[config.mk]
export PLATFORM = sky130hd
export DESIGN_NAME = seq_signed_div32
export DESIGN_NICKNAME = d
export VERILOG_FILES = /design/src/rtl/seq_signed_div32.sv
export SDC_FILE = /design/constraint.sdc
export NUM_CORES = 1
export LEC_CHECK = 0
export CAP_MARGIN = 20
export CORE_MARGIN = 2
export CORE_UTILIZATION = 50
export DETAILED_ROUTE_END_ITERATION = 12
export PLACE_DENSITY = 0.72
export SETUP_SLACK_MARGIN = 0.02
export SYNTH_ARGS = -nofsm -noshare
export SYNTH_HDL_FRONTEND = slang
export SYNTH_SLANG_ARGS = --single-unit
[constraint.sdc]
create_clock -name clk -period 16.3 [get_ports clk]
set_input_delay 3.26 -clock clk [delete_from_list [all_inputs] [get_ports clk]]
set_output_delay 3.26 -clock clk [all_outputs]
set_load 0.005 [all_outputs]
[src/rtl/seq_signed_div32.sv]
// Signed 32/32 restoring divider: quotient truncated toward zero, remainder takes the dividend's sign.
// Latency: done 35 cycles after the accepted start (2 cycles for B==0 when SEQ_DIV_DZ_TRAP_EN is defined).
// Backpressure: start is ignored while busy; Q/R/ovf/dz hold until the next operation completes.
module seq_signed_div32 (
  input  logic        clk,
  input  logic        rst,
  input  logic        start,
  input  logic [31:0] A,
  input  logic [31:0] B,
  output logic [31:0] Q,
  output logic [31:0] R,
  output logic        busy,
  output logic        done,
  output logic        ovf,
  output logic        dz
);

  typedef enum logic [2:0] {IDLE, PREP, ITER, FIX, DONE} state_t;

  state_t      state;
  logic [31:0] a_q, b_q;
  logic        sa, sb;
  logic [31:0] dvd;
  logic [31:0] mag_b;
  logic [31:0] rem;
  logic [4:0]  cnt;
  logic [32:0] shifted, trial;

  function automatic logic [31:0] neg(input logic [31:0] x);
    return ~x + 32'd1;
  endfunction

  // rem < |B| <= 2^31 keeps the shifted remainder within 33 bits
  always_comb begin
    shifted = {rem, dvd[31]};
    trial   = shifted - {1'b0, mag_b};
  end

  always_ff @(posedge clk or posedge rst) begin
    if (rst) begin
      state <= IDLE;
      a_q   <= '0;
      b_q   <= '0;
      sa    <= 1'b0;
      sb    <= 1'b0;
      dvd   <= '0;
      mag_b <= '0;
      rem   <= '0;
      cnt   <= '0;
      Q     <= '0;
      R     <= '0;
      busy  <= 1'b0;
      done  <= 1'b0;
      ovf   <= 1'b0;
      dz    <= 1'b0;
    end else begin
      done <= 1'b0;
      case (state)
        IDLE: begin
          if (start) begin
            a_q   <= A;
            b_q   <= B;
            sa    <= A[31];
            sb    <= B[31];
            busy  <= 1'b1;
            state <= PREP;
          end
        end
        PREP: begin
`ifdef SEQ_DIV_DZ_TRAP_EN
          if (b_q == 32'd0) begin
            Q     <= 32'hFFFF_FFFF;
            R     <= a_q;
            dz    <= 1'b1;
            ovf   <= 1'b0;
            done  <= 1'b1;
            state <= DONE;
          end else
`endif
          begin
            dvd   <= sa ? neg(a_q) : a_q;
            mag_b <= sb ? neg(b_q) : b_q;
            rem   <= '0;
            cnt   <= 5'd31;
            state <= ITER;
          end
        end
        ITER: begin
          // dvd shifts the dividend out at the top and the quotient in at the bottom
          dvd <= {dvd[30:0], ~trial[32]};
          rem <= trial[32] ? shifted[31:0] : trial[31:0];
          if (cnt == 5'd0) state <= FIX;
          else             cnt   <= cnt - 5'd1;
        end
        FIX: begin
          Q     <= (sa ^ sb) ? neg(dvd) : dvd;
          R     <= sa ? neg(rem) : rem;
          ovf   <= (a_q == 32'h8000_0000) && (b_q == 32'hFFFF_FFFF);
          dz    <= 1'b0;
          done  <= 1'b1;
          state <= DONE;
        end
        DONE: begin
          busy  <= 1'b0;
          state <= IDLE;
        end
        default: state <= IDLE;
      endcase
    end
  end

endmodule
==> summary.txt, run 1 <==
Crit path depth -> 1
Period utilization -> 0.289
Synth area leader -> dfrtp_1
Yosys warns -> 0
Final ANT Viol Nets -> 0
Fin. max-slew vios -> 0
RePlAce Congestion -> 0.903
Count of cell types in the netlist -> 65
CP delay by family, top -> buffers and inverters
Seq/Total Area, Yosys -> 0.445
Post-Route WL -> 30600 um
Critical path capture point type -> primary output
Number of fill cells -> 2223
Die span in y -> 167 um
Worst reg2reg setup slack -> 12.26 ns
Number of top-level pins -> 135
Power per Cell Area -> 231 nW/um2
Area share of the largest cell type after synthesis -> 0.445
DRT iter0 DRCs -> 781
WP data arrival -> 1.45 ns
Clk Latency, worst-skew pair -> 0.53 ns
RR Startpoint -> dvd[31]$_DFFE_PP0N_
Post-route DRC violation count -> 0
Fin Setup TNS -> 0 ns
Die W -> 167 um
GRT overflow -> 0
Hold_buf cts -> 0
Final HPWL DP -> 22200 um
Setup Fix Bufs, Post-CTS -> 0
CP max FO -> 2
Slew headroom -> 0.356
Critical Path Source -> R[29]$_DFFE_PP0P_
Avg Cell Area, Syn -> 9.43 um2
TritonCTS buffer count -> 26
Critical path buffer and inverter count -> 1
CTS tree -> built
Peak supply drop -> 0.000126 V
Critical Path RT -> 13.04 ns
Drt wl/cell -> 16.5 um
Clk_skew -> 0.0183 ns
Setup Crit Path Kind -> flip-flop to primary output
Max frequency -> 212 MHz
Final Setup Violations -> 0
Die area -> 27800 um2
Worst path max stage delay -> 0.52 ns
Row count -> 59
Async SR Flop Fraction -> 1.00
CP cell instances -> clkdlybuf4s50_1
Root Buffer -> clkbuf_16
Multi-input logic area -> 6880 um2
R2r endpoint -> rem[25]$_DFFE_PP0N_
Synth Flop Type -> dfrtp_1
Critical path's slowest cell -> clkdlybuf4s50_1
Worst r2r path cells -> 13
CP Launch Type -> flip-flop
Antenna cells -> 0
Syn nets -> 1510
Initial antenna violation count -> 0
Largest net degree at the start of global routing -> 99
Leakage power -> 0.00675 uW
Crit path to -> R[29]
Clock buffer depth -> 3
Layout cells sized above 1 -> 0.0867
Post-layout min period -> 4.71 ns
Port Buf Inserts -> 133
Post-CTS sizing -> 0
Top post-synthesis cells by area -> dfrtp_1, o21ai_0, xor2_1
Via density -> 5.60
Total GRT Usage -> 0.219
Total Power -> 3620 uW
First-pass GRT wire length -> 51200 um
Post-synth EDFFs -> 0
Initial Utilization -> 0.509
Net count, final -> 1611
Storage element area -> 5880 um2
Area Growth Syn to Fin -> 18.3%
Worst-path clk slew -> 0.06 ns
Status -> completed
Drt pass-1 iters -> 5
Max-cap violations -> 0
Total core area -> 26000 um2
Hold Crit Class -> flip-flop to flip-flop
Mapped Cells -> 1403
Synthesized cell area -> 13200 um2
Fin. Hold Viols -> 0
Vias in the first global route -> 10000
H-tree depth -> 1
Vias -> 10400
#FFs+latches synth -> 235
RSZ-0062 raised after global routing -> no
CTS sink count -> 235
Worst-Margin Slew -> 0.966 ns
[flip-flops by register name, indices dropped and copies added (netlist names)]
signal and count:
Q 32, R 32, a_q 32, b_q 32, dvd 32, mag_b 32
rem 32, cnt 5, state 3, busy 1, done 1, ovf 1
[cell usage in the layout, fill, tap and decap left out, types with 19 or more instances in the layout]
cell	n
o31ai_1	24
mux2i_1	27
nor2_1	41
mux2_2	60
a22oi_1	28
a21oi_1	49
nand2_1	193
ha_1	39
nor3_1	19
clkdlybuf4s50_1	133
xor2_1	103
xnor2_1	48
clkbuf_16	26
dfrtp_1	234
o21ai_0	212
inv_1	57
[final cells by class]
class,count,share of cell area
Multi-Input combinational cell,1037,0.440
Sequential cell,235,0.376
Clock buffer,37,0.0461
Tap cell,335,0.0268
Clock inverter,9,0.00600
Inverter,58,0.0144
Timing Repair Buffer,146,0.0913
[through the flow]
stage	instances	hold slack (ns)	util	setup slack [ns]	instance area [um2]
5_1_grt	1857	0.496	0.602	11.28	15700
3_5_place_dp	1811	0.470	0.571	10.93	14800
4_1_cts	1857	0.483	0.602	11.48	15700
3_3_place_gp	1811	0.461	0.571	10.99	14800
2_1_floorplan	1403	0.450	-	6.59	13200
6_report	1857	0.475	0.602	11.59	15700
[routing by layer]
layer	vias to the layer above	track usage	wire [um]
met1	4922	0.331	15000
met3	39	0.0297	1620
met2	262	0.339	13500
li1	5169	-	-
met4	0	0.0472	521
met5	-	0	0
[cell usage after synthesis, types with 5 or more instances]
master,instances
a21oi_1,49
nor2b_1,10
dfrtp_1,235
or3_1,11
o41ai_1,15
mux2i_1,27
clkbuf_1,64
nor3_1,19
nand4_1,17
a21o_1,6
nand2b_1,6
inv_1,58
o21ai_1,5
nand3_1,15
nor4_1,13
xor2_1,104
xnor2_1,48
mux2_2,60
nand2_1,193
ha_1,39
and2_1,5
a22oi_1,28
nor2_1,43
o21ai_0,212
buf_1,6
or4_1,13
a31oi_1,6
o221ai_1,5
a2bb2oi_1,7
o31ai_1,24
[worst min path at each step]
stage / from / endpoint / slack, ns / cells past startpoint
6_report: mag_b[27]$_DFFE_PP0P_ / mag_b[27]$_DFFE_PP0P_ / 0.48 / 2
5_1_grt: mag_b[19]$_DFFE_PP0P_ / mag_b[19]$_DFFE_PP0P_ / 0.50 / 2
4_1_cts: Q[28]$_DFFE_PP0P_ / Q[28]$_DFFE_PP0P_ / 0.48 / 2
3_5_place_dp: Q[28]$_DFFE_PP0P_ / Q[28]$_DFFE_PP0P_ / 0.47 / 2
3_3_place_gp: Q[17]$_DFFE_PP0P_ / Q[17]$_DFFE_PP0P_ / 0.46 / 2
2_1_floorplan: mag_b[10]$_DFFE_PP0P_ / mag_b[10]$_DFFE_PP0P_ / 0.45 / 2
[power by group]
group	internal [uW]	switching [uW]
Combinational	883	1020
Clock	325	235
Sequential	853	299
Total	2060	1560
[cells by family after synthesis]
logic type                 synth area share
buffers and inverters                0.0377
xor gates and xnor gates              0.101
adders and majority gates            0.0384
muxes                                0.0715
other                              0.000284
AOI/OAI and AO/OA                     0.175
and+or+nand+nor                       0.132
DFF                                   0.445
Power figures use the tool's default switching activity.
==> run 2: changes to the inputs <==
clock period = 4.9 ns   (was 16.3 ns; I/O delays follow)
==> run 2 against run 1 <==
Die area did not move. Cell count shrank 0.16%. Register-to-register slack worse by 11 ns. Non-clock buffer count unchanged. Worst hold slack better by 0.0016 ns. Worst setup slack worse by 11 ns. Via count up 1.3%. Global-route usage increased by 0.34 points. Highest routed layer unchanged.
==> summary.txt, run 2 (same netlist as run 1, synthesis figures left out) <==
Design Area, Final -> 15600 um2
Layout cells sized above 1 -> 0.0849
Slew headroom -> 0.339
RePlAce Congestion -> 0.905
CP max FO -> 22
CP cell instances -> inv_1 -> ha_1 -> fa_1 -> nand2b_1 -> a21oi_1 -> a2111oi_0 -> o31ai_2 -> a21oi_1 -> o21ai_1 -> xor2_4 -> buf_4 -> mux2i_1 -> o21ai_0
Die span in y -> 167 um
Post-CTS sizing -> 0
Clk Latency, worst-skew pair -> 0.55 ns
Clock buffer depth -> 3
Dpl cell area -> 14900 um2
Via density -> 5.68
First-pass GRT wire length -> 51600 um
Worst r2r path cells -> 13
Worst-path clk slew -> 0.06 ns
Max-cap violations -> 0
RSZ-0062 raised after global routing -> no
Vias -> 10500
Final ANT Viol Nets -> 0
Setup Crit Path Kind -> flip-flop to flip-flop
Commonest non-fill, non-tap cell in the layout -> dfrtp_1
Post-Route WL -> 30900 um
Post-route DRC violation count -> 0
Die W -> 167 um
Worst-Margin Slew -> 0.992 ns
Fin. Hold Viols -> 0
Worst path max stage delay -> 0.47 ns
TritonCTS buffer count -> 25
Post-layout min period -> 3.97 ns
Fin Setup TNS -> 0 ns
Drt pass-1 iters -> 5
Critical path capture point type -> flip-flop
Period utilization -> 0.811
Hold Crit Start -> mag_b[2]$_DFFE_PP0P_
Hold_buf cts -> 0
Worst reg2reg setup slack -> 0.93 ns
Crit-path most repeated cell -> a21oi_1
Largest net degree at the start of global routing -> 183
Net count, final -> 1610
Critical path's slowest cell -> o31ai_2
Area Growth Syn to Fin -> 18.1%
Clk_skew -> 0.0164 ns
Antenna cells -> 0
Port Buf Inserts -> 133
Initial antenna violation count -> 0
Setup Fix Bufs, Post-CTS -> 0
Peak supply drop -> 0.000401 V
Number of top-level pins -> 135
Root Buffer -> clkbuf_16
Drt wl/cell -> 16.6 um
Max frequency -> 252 MHz
Power per Cell Area -> 770 nW/um2
H-tree depth -> 1
CTS tree -> built
Crit path to -> rem[15]$_DFFE_PP0N_
Total GRT Usage -> 0.223
WP data arrival -> 4.35 ns
Initial Utilization -> 0.509
Status -> completed
CP Launch Type -> flip-flop
Die area -> 27800 um2
Vias in the first global route -> 9938
Hold Crit Class -> flip-flop to flip-flop
Fin. max-slew vios -> 0
Critical Path RT -> 5.27 ns
R2r endpoint -> rem[15]$_DFFE_PP0N_
Final Setup Violations -> 0
CTS sink count -> 235
Final HPWL DP -> 22100 um
Critical Path Source -> dvd[31]$_DFFE_PP0N_
Total core area -> 26000 um2
GRT overflow -> 0
Leakage power -> 0.00673 uW
Most frequent cells in the layout -> dfrtp_1, o21ai_0, nand2_1, clkdlybuf4s50_1, xor2_1
Row count -> 59
DRT iter0 DRCs -> 802
RR Startpoint -> dvd[31]$_DFFE_PP0N_
-- run 2: metrics by stage --
step	utilization	total power (uW)	worst slack [ns]	std cells	hold WS, ns
2_1_floorplan	-	8290	0.842	1403	0.450
3_3_place_gp	0.572	10100	1.06	1811	0.460
3_5_place_dp	0.572	10200	0.922	1811	0.469
4_1_cts	0.601	12100	0.910	1854	0.484
5_1_grt	0.601	13100	0.608	1854	0.502
6_report	0.601	12000	0.925	1854	0.477
-- run 2: final cells by class --
class,instances,area (um2)
clock buffers,38,724
clock inverters,5,40.0
fillers,2231,10400
inverters,58,221
multi-input cells,1037,6880
flip-flops and latches,235,5880
well taps,335,419
repair buffers,146,1450
-- run 2: report_power, final --
group	switching [uW]	internal, uW	total [uW]
Sequential	986	2840	3820
Clock	766	1020	1780
Combinational	3470	2950	6420
Total	5220	6800	12000
-- run 2: worst min-delay path by stage --
stage | depth (start not counted) | to | slack, ns
final | 2 | mag_b[2]$_DFFE_PP0P_ | 0.48
after global routing | 2 | mag_b[6]$_DFFE_PP0P_ | 0.50
after CTS | 2 | Q[4]$_DFFE_PP0P_ | 0.48
after detailed placement | 2 | R[25]$_DFFE_PP0P_ | 0.47
after global placement | 2 | R[25]$_DFFE_PP0P_ | 0.46
after floorplan | 2 | mag_b[10]$_DFFE_PP0P_ | 0.45
-- run 2: critical path, delay by kind of cell, from the launching register on --
kind            cells  cell delay [ns]
compound gates      6             1.48
xor+xnor            1             0.39
fa+ha+maj           2             0.65
buf+inv             2             0.50
flops               1             0.34
mux                 1             0.22
simple gates        1             0.19
-- run 2: layer usage --
| metal | GRT usage | vias to the layer above | wire, um |
|---|---|---|---|
| met4 | 0.0513 | 0 | 609 |
| met2 | 0.338 | 286 | 13600 |
| met1 | 0.342 | 5026 | 14800 |
| li1 | - | 5169 | - |
| met3 | 0.0290 | 46 | 1870 |
| met5 | 0 | - | 0 |
==> run 3: changes to the inputs <==
PLACE_DENSITY = 0.74   (was 0.72)
clock period = 3.2 ns   (was 4.9 ns; I/O delays follow)
==> run 3 against run 2 <==
Critical path depth increased by 2. Clock-buffer cell count up 1. Critical endpoint is now rem[13]$_DFFE_PP0N_. Global-route usage increased by 0.54 points. Final area increased by 3.9%. Sequential power grew 52%.
==> summary.txt, run 3 (same netlist as run 1, synthesis figures left out) <==
Final ANT Viol Nets -> 0
Number of fill cells -> 2170
Worst-Margin Slew -> 0.833 ns
Critical path's slowest cell -> fa_2
Power per Cell Area -> 1210 nW/um2
Root Buffer -> clkbuf_16
Via density -> 5.69
H-tree depth -> 1
Drt wl/cell -> 16.9 um
Total GRT Usage -> 0.228
First-pass GRT wire length -> 52600 um
Clock buffer depth -> 3
CTS sink count -> 235
Final Setup Violations -> 0
Clk Latency, worst-skew pair -> 0.55 ns
Largest net degree at the start of global routing -> 99
Period utilization -> 0.978
Max-cap violations -> 0
Vias in the first global route -> 10300
Antenna cells -> 0
Initial Utilization -> 0.509
R2r endpoint -> rem[13]$_DFFE_PP0N_
CP Launch Type -> flip-flop
Post-layout min period -> 3.13 ns
Leakage power -> 0.00706 uW
Max frequency -> 319 MHz
Final HPWL DP -> 23500 um
Number of top-level pins -> 135
Critical path buffer and inverter count -> 4
Critical Path Source -> dvd[31]$_DFFE_PP0N_
Worst-path clk slew -> 0.06 ns
Drt pass-1 iters -> 5
Hold_buf cts -> 0
Hold Crit Class -> input pin to async pin
Area Growth Syn to Fin -> 22.7%
Initial antenna violation count -> 0
WP data arrival -> 3.54 ns
Peak supply drop -> 0.000745 V
Fin. Hold Viols -> 0
Setup Crit Path Kind -> flip-flop to flip-flop
Most frequent cells in the layout -> dfrtp_1, o21ai_0, nand2_1, clkdlybuf4s50_1, xor2_1
Commonest non-fill, non-tap cell in the layout -> dfrtp_1
Worst r2r path cells -> 15
RePlAce Congestion -> 0.902
Net count, final -> 1655
DRT iter0 DRCs -> 873
Total core area -> 26000 um2
RR Startpoint -> dvd[31]$_DFFE_PP0N_
CP max FO -> 5
CTS tree -> built
Clk_skew -> 0.0173 ns
CP cell instances -> inv_1 -> ha_2 -> fa_2 -> nand2b_4 -> a21oi_4 -> a2111oi_2 -> buf_4 -> o31ai_4 -> a21oi_2 -> o21ai_2 -> xor2_4 -> buf_12 -> clkbuf_16 -> mux2i_1 -> o22ai_1
Vias -> 10800
Worst path max stage delay -> 0.35 ns
Total Power -> 19600 uW
Die area -> 27800 um2
Post-route DRC violation count -> 0
Status -> completed
Die W -> 167 um
Worst reg2reg setup slack -> 0.07 ns
Slew headroom -> 0.443
Port Buf Inserts -> 133
Die span in y -> 167 um
Layout cells sized above 1 -> 0.121
Fin. max-slew vios -> 0
GRT overflow -> 0
CP delay by family, top -> compound AO/OA/AOI/OAI gates
Dpl cells -> 1851
TritonCTS buffer count -> 27
Post-Route WL -> 32100 um
Critical Path RT -> 3.61 ns
Critical path capture point type -> flip-flop
Layout Cells excl Fill -> 1900
Row count -> 59
==> run 3: cell types whose count changed in the layout (fill, tap and decap cells not counted), sizes merged <==
cell and delta:
bufinv +2, buf +41, clkinvlp +1, clkbuf +3, clkinv -1
==> run 3: timing repair <==
action                                  in CTS  in global routing
gates cloned                                 0                  2
pin swaps                                    0                  4
endpoints found under the setup margin      23                 35
resized for setup                            1                 12
setup buffers                                0                  1
==> run 3: final cells by class <==
cell class                 count  area (um2)  share of cell area
clock inverter                 7         103             0.00632
tap                          335         419              0.0258
sequential                   235        5880               0.363
multi-input combinational   1037        6940               0.427
timing repair buffer         189        1850               0.114
clock buffer                  39         811              0.0500
inverter                      58         221              0.0137
==> run 3: stage by stage <==
stage | TNS, ns | util | instance area (um2) | hold slack, ns | worst slack [ns]
final | 0 | 0.624 | 16200 | 0.476 | 0.0698
after global routing | -0.0893 | 0.624 | 16200 | 0.498 | -0.0542
after CTS | 0 | 0.620 | 16100 | 0.484 | 0.0468
after detailed placement | -0.00550 | 0.584 | 15200 | 0.471 | -0.00550
after global placement | 0 | 0.584 | 15200 | 0.461 | 0.0870
after floorplan | -121.70 | - | 13200 | 0.450 | -0.518
==> run 3: worst max path at each step <==
stage | endpoint | slack [ns] | cells past startpoint
2_1_floorplan | Q[0]$_DFFE_PP0P_ | -0.52 | 1
3_3_place_gp | rem[31]$_DFFE_PP0N_ | 0.09 | 14
3_5_place_dp | rem[27]$_DFFE_PP0N_ | -0.006 | 14
4_1_cts | rem[27]$_DFFE_PP0N_ | 0.05 | 14
5_1_grt | rem[13]$_DFFE_PP0N_ | -0.05 | 15
6_report | rem[13]$_DFFE_PP0N_ | 0.07 | 15
==> run 3: routing by layer <==
layer  GRT usage  wire (um)
met2       0.361      14300
met3      0.0356       2080
met5           0          0
met4      0.0525        726
met1       0.333      15000
==> run 3: report_power, final <==
group / total, uW / leakage [uW] / internal [uW] / switching [uW]
clock network: 3140 / 0.000451 / 1910 / 1230
registers: 5800 / 0.00291 / 4350 / 1450
logic: 10700 / 0.00370 / 5080 / 5630
total: 19600 / 0.00706 / 11300 / 8310
==> variant: new RTL, config.mk and constraints of run 2 <==
Re-encode `state_t` (5 states) as one-hot, 5 bits wide.
--- a/src/rtl/seq_signed_div32.sv
+++ b/src/rtl/seq_signed_div32.sv
@@ -15,7 +15,7 @@
   output logic        dz
 );
 
-  typedef enum logic [2:0] {IDLE, PREP, ITER, FIX, DONE} state_t;
+  typedef enum logic [4:0] {IDLE = 5'b00001, PREP = 5'b00010, ITER = 5'b00100, FIX = 5'b01000, DONE = 5'b10000} state_t;
 
   state_t      state;
   logic [31:0] a_q, b_q;
Formal check against the unedited RTL: no difference found for any inputs over 10 cycles, from zero or initial values and one cycle with rst high; not proved beyond that.
==> variant against run 2 <==
- area after synthesis increased by 2.0%
- setup slack got worse by 0.0057 ns
- power decreased by 21%
- highest routed layer unchanged
- largest cell class unchanged
- routed wire length increased by 3.6%
- largest power group unchanged
- clock skew decreased by 0.0082 ns
- final area increased by 3.0%
- count of clock-buffer cells in the layout decreased by 1
- sequential cell count increased by 2
- synthesized cell count increased by 1.6%
- final cell count increased by 1.8%
==> variant: results <==
set metrics [dict create \
    run_status "complete, no violations" \
    p_comb_share_pct 41.8 \
    static-leakage-power_nw 6.89 \
    yosysSeqAreaShare_pct 44.0 \
    p_clk_mw 2.11 \
    cts_buffers 27 \
    crit_fanout 36 \
    synth_mux_area_share_pct 7.09 \
    synth.net_count 1533 \
    crit-reg2reg-capture "rem[31]" \
    grt_util_all_layers_pct 22.8 \
    dp_slack_ns 1.08 \
    timing.critical_path.arrival_ns 4.41 \
    num_vias 10749 \
    yosys.area_share.xor_xnor_pct 9.81 \
    worst_hold_startpoint "mag_b[15]" \
    synthDistinctLibCells 63 \
    vdd_ir_drop_max_v 0.000300 \
    grt_first_pass_wirelength_um 53200 \
    net-switching-power_mw 3.67 \
    finalCritPeriodShare_pct 81.2 \
    synth-compound-area-share_pct 18.3 \
    wl_um 32000 \
    count_of_fill_cells_added_during_filler_insertion 2270 \
    tightest_slew_ns 1.08 \
    yosys-top-cells-area "sky130_fd_sc_hd__dfrtp_1 44%, sky130_fd_sc_hd__o21ai_0 7.5%, sky130_fd_sc_hd__xor2_1 6.8%, sky130_fd_sc_hd__nand2_1 5.4%, sky130_fd_sc_hd__mux2_2 5.0%" \
    hold_path_end "mag_b[15]" \
    grt_pass1_vias 10372 \
    drt_first_iter_violations 769 \
    synth.top_cells.by_count "236 x sky130_fd_sc_hd__dfrtp_1, 202 x sky130_fd_sc_hd__o21ai_0, 195 x sky130_fd_sc_hd__nand2_1, 105 x sky130_fd_sc_hd__xor2_1, 65 x sky130_fd_sc_hd__clkbuf_1" \
]
## variant: cell families (layout without fill, tap and decap cells)
group                      after synthesis  after routing
muxes                                   88             88
DFF                                    237            237
and+or+nand+nor                        374            374
AOI/OAI and AO/OA                      404            404
other                                    1              1
xor gates and xnor gates               151            151
adders and majority gates               40             40
buffers and inverters                  131            251
## variant: worst max-delay path: stages, from the launching register on
cell	delay, ns
sky130_fd_sc_hd__dfrtp_1	0.35
sky130_fd_sc_hd__inv_1	0.08
sky130_fd_sc_hd__ha_1	0.23
sky130_fd_sc_hd__fa_1	0.40
sky130_fd_sc_hd__nor2b_1	0.18
sky130_fd_sc_hd__o2111ai_1	0.19
sky130_fd_sc_hd__a32o_1	0.32
sky130_fd_sc_hd__o311ai_0	0.52
sky130_fd_sc_hd__a21oi_1	0.15
sky130_fd_sc_hd__a21oi_1	0.35
sky130_fd_sc_hd__xor2_4	0.18
sky130_fd_sc_hd__buf_4	0.48
sky130_fd_sc_hd__o21ai_0	0.17
sky130_fd_sc_hd__a31o_2	0.23
## variant: through the flow
stage	power (mW)	area, µm²	instances
final	9.50	16100	1887
after global routing	10.2	16100	1887
after CTS	9.54	16100	1886
after detailed placement	7.41	15100	1836
after global placement	7.29	15100	1836
after floorplan	6.19	13500	1426
## variant: cell type report
| class | count | share of cell area [%] |
|---|---|---|
| inverters | 54 | 1.28 |
| well taps | 341 | 2.65 |
| repair buffers | 147 | 9.21 |
| clock buffers | 37 | 4.75 |
| multi-input cells | 1058 | 44.1 |
| clock inverters | 13 | 1.10 |
| flip-flops and latches | 237 | 36.9 |
## variant: layer usage
| metal | global-route usage [%] | wire [µm] |
|---|---|---|
| met1 | 33.4 | 15100 |
| met2 | 36.4 | 14600 |
| met3 | 3.29 | 1820 |
| met4 | 4.65 | 472 |
| met5 | 0 | 0 |
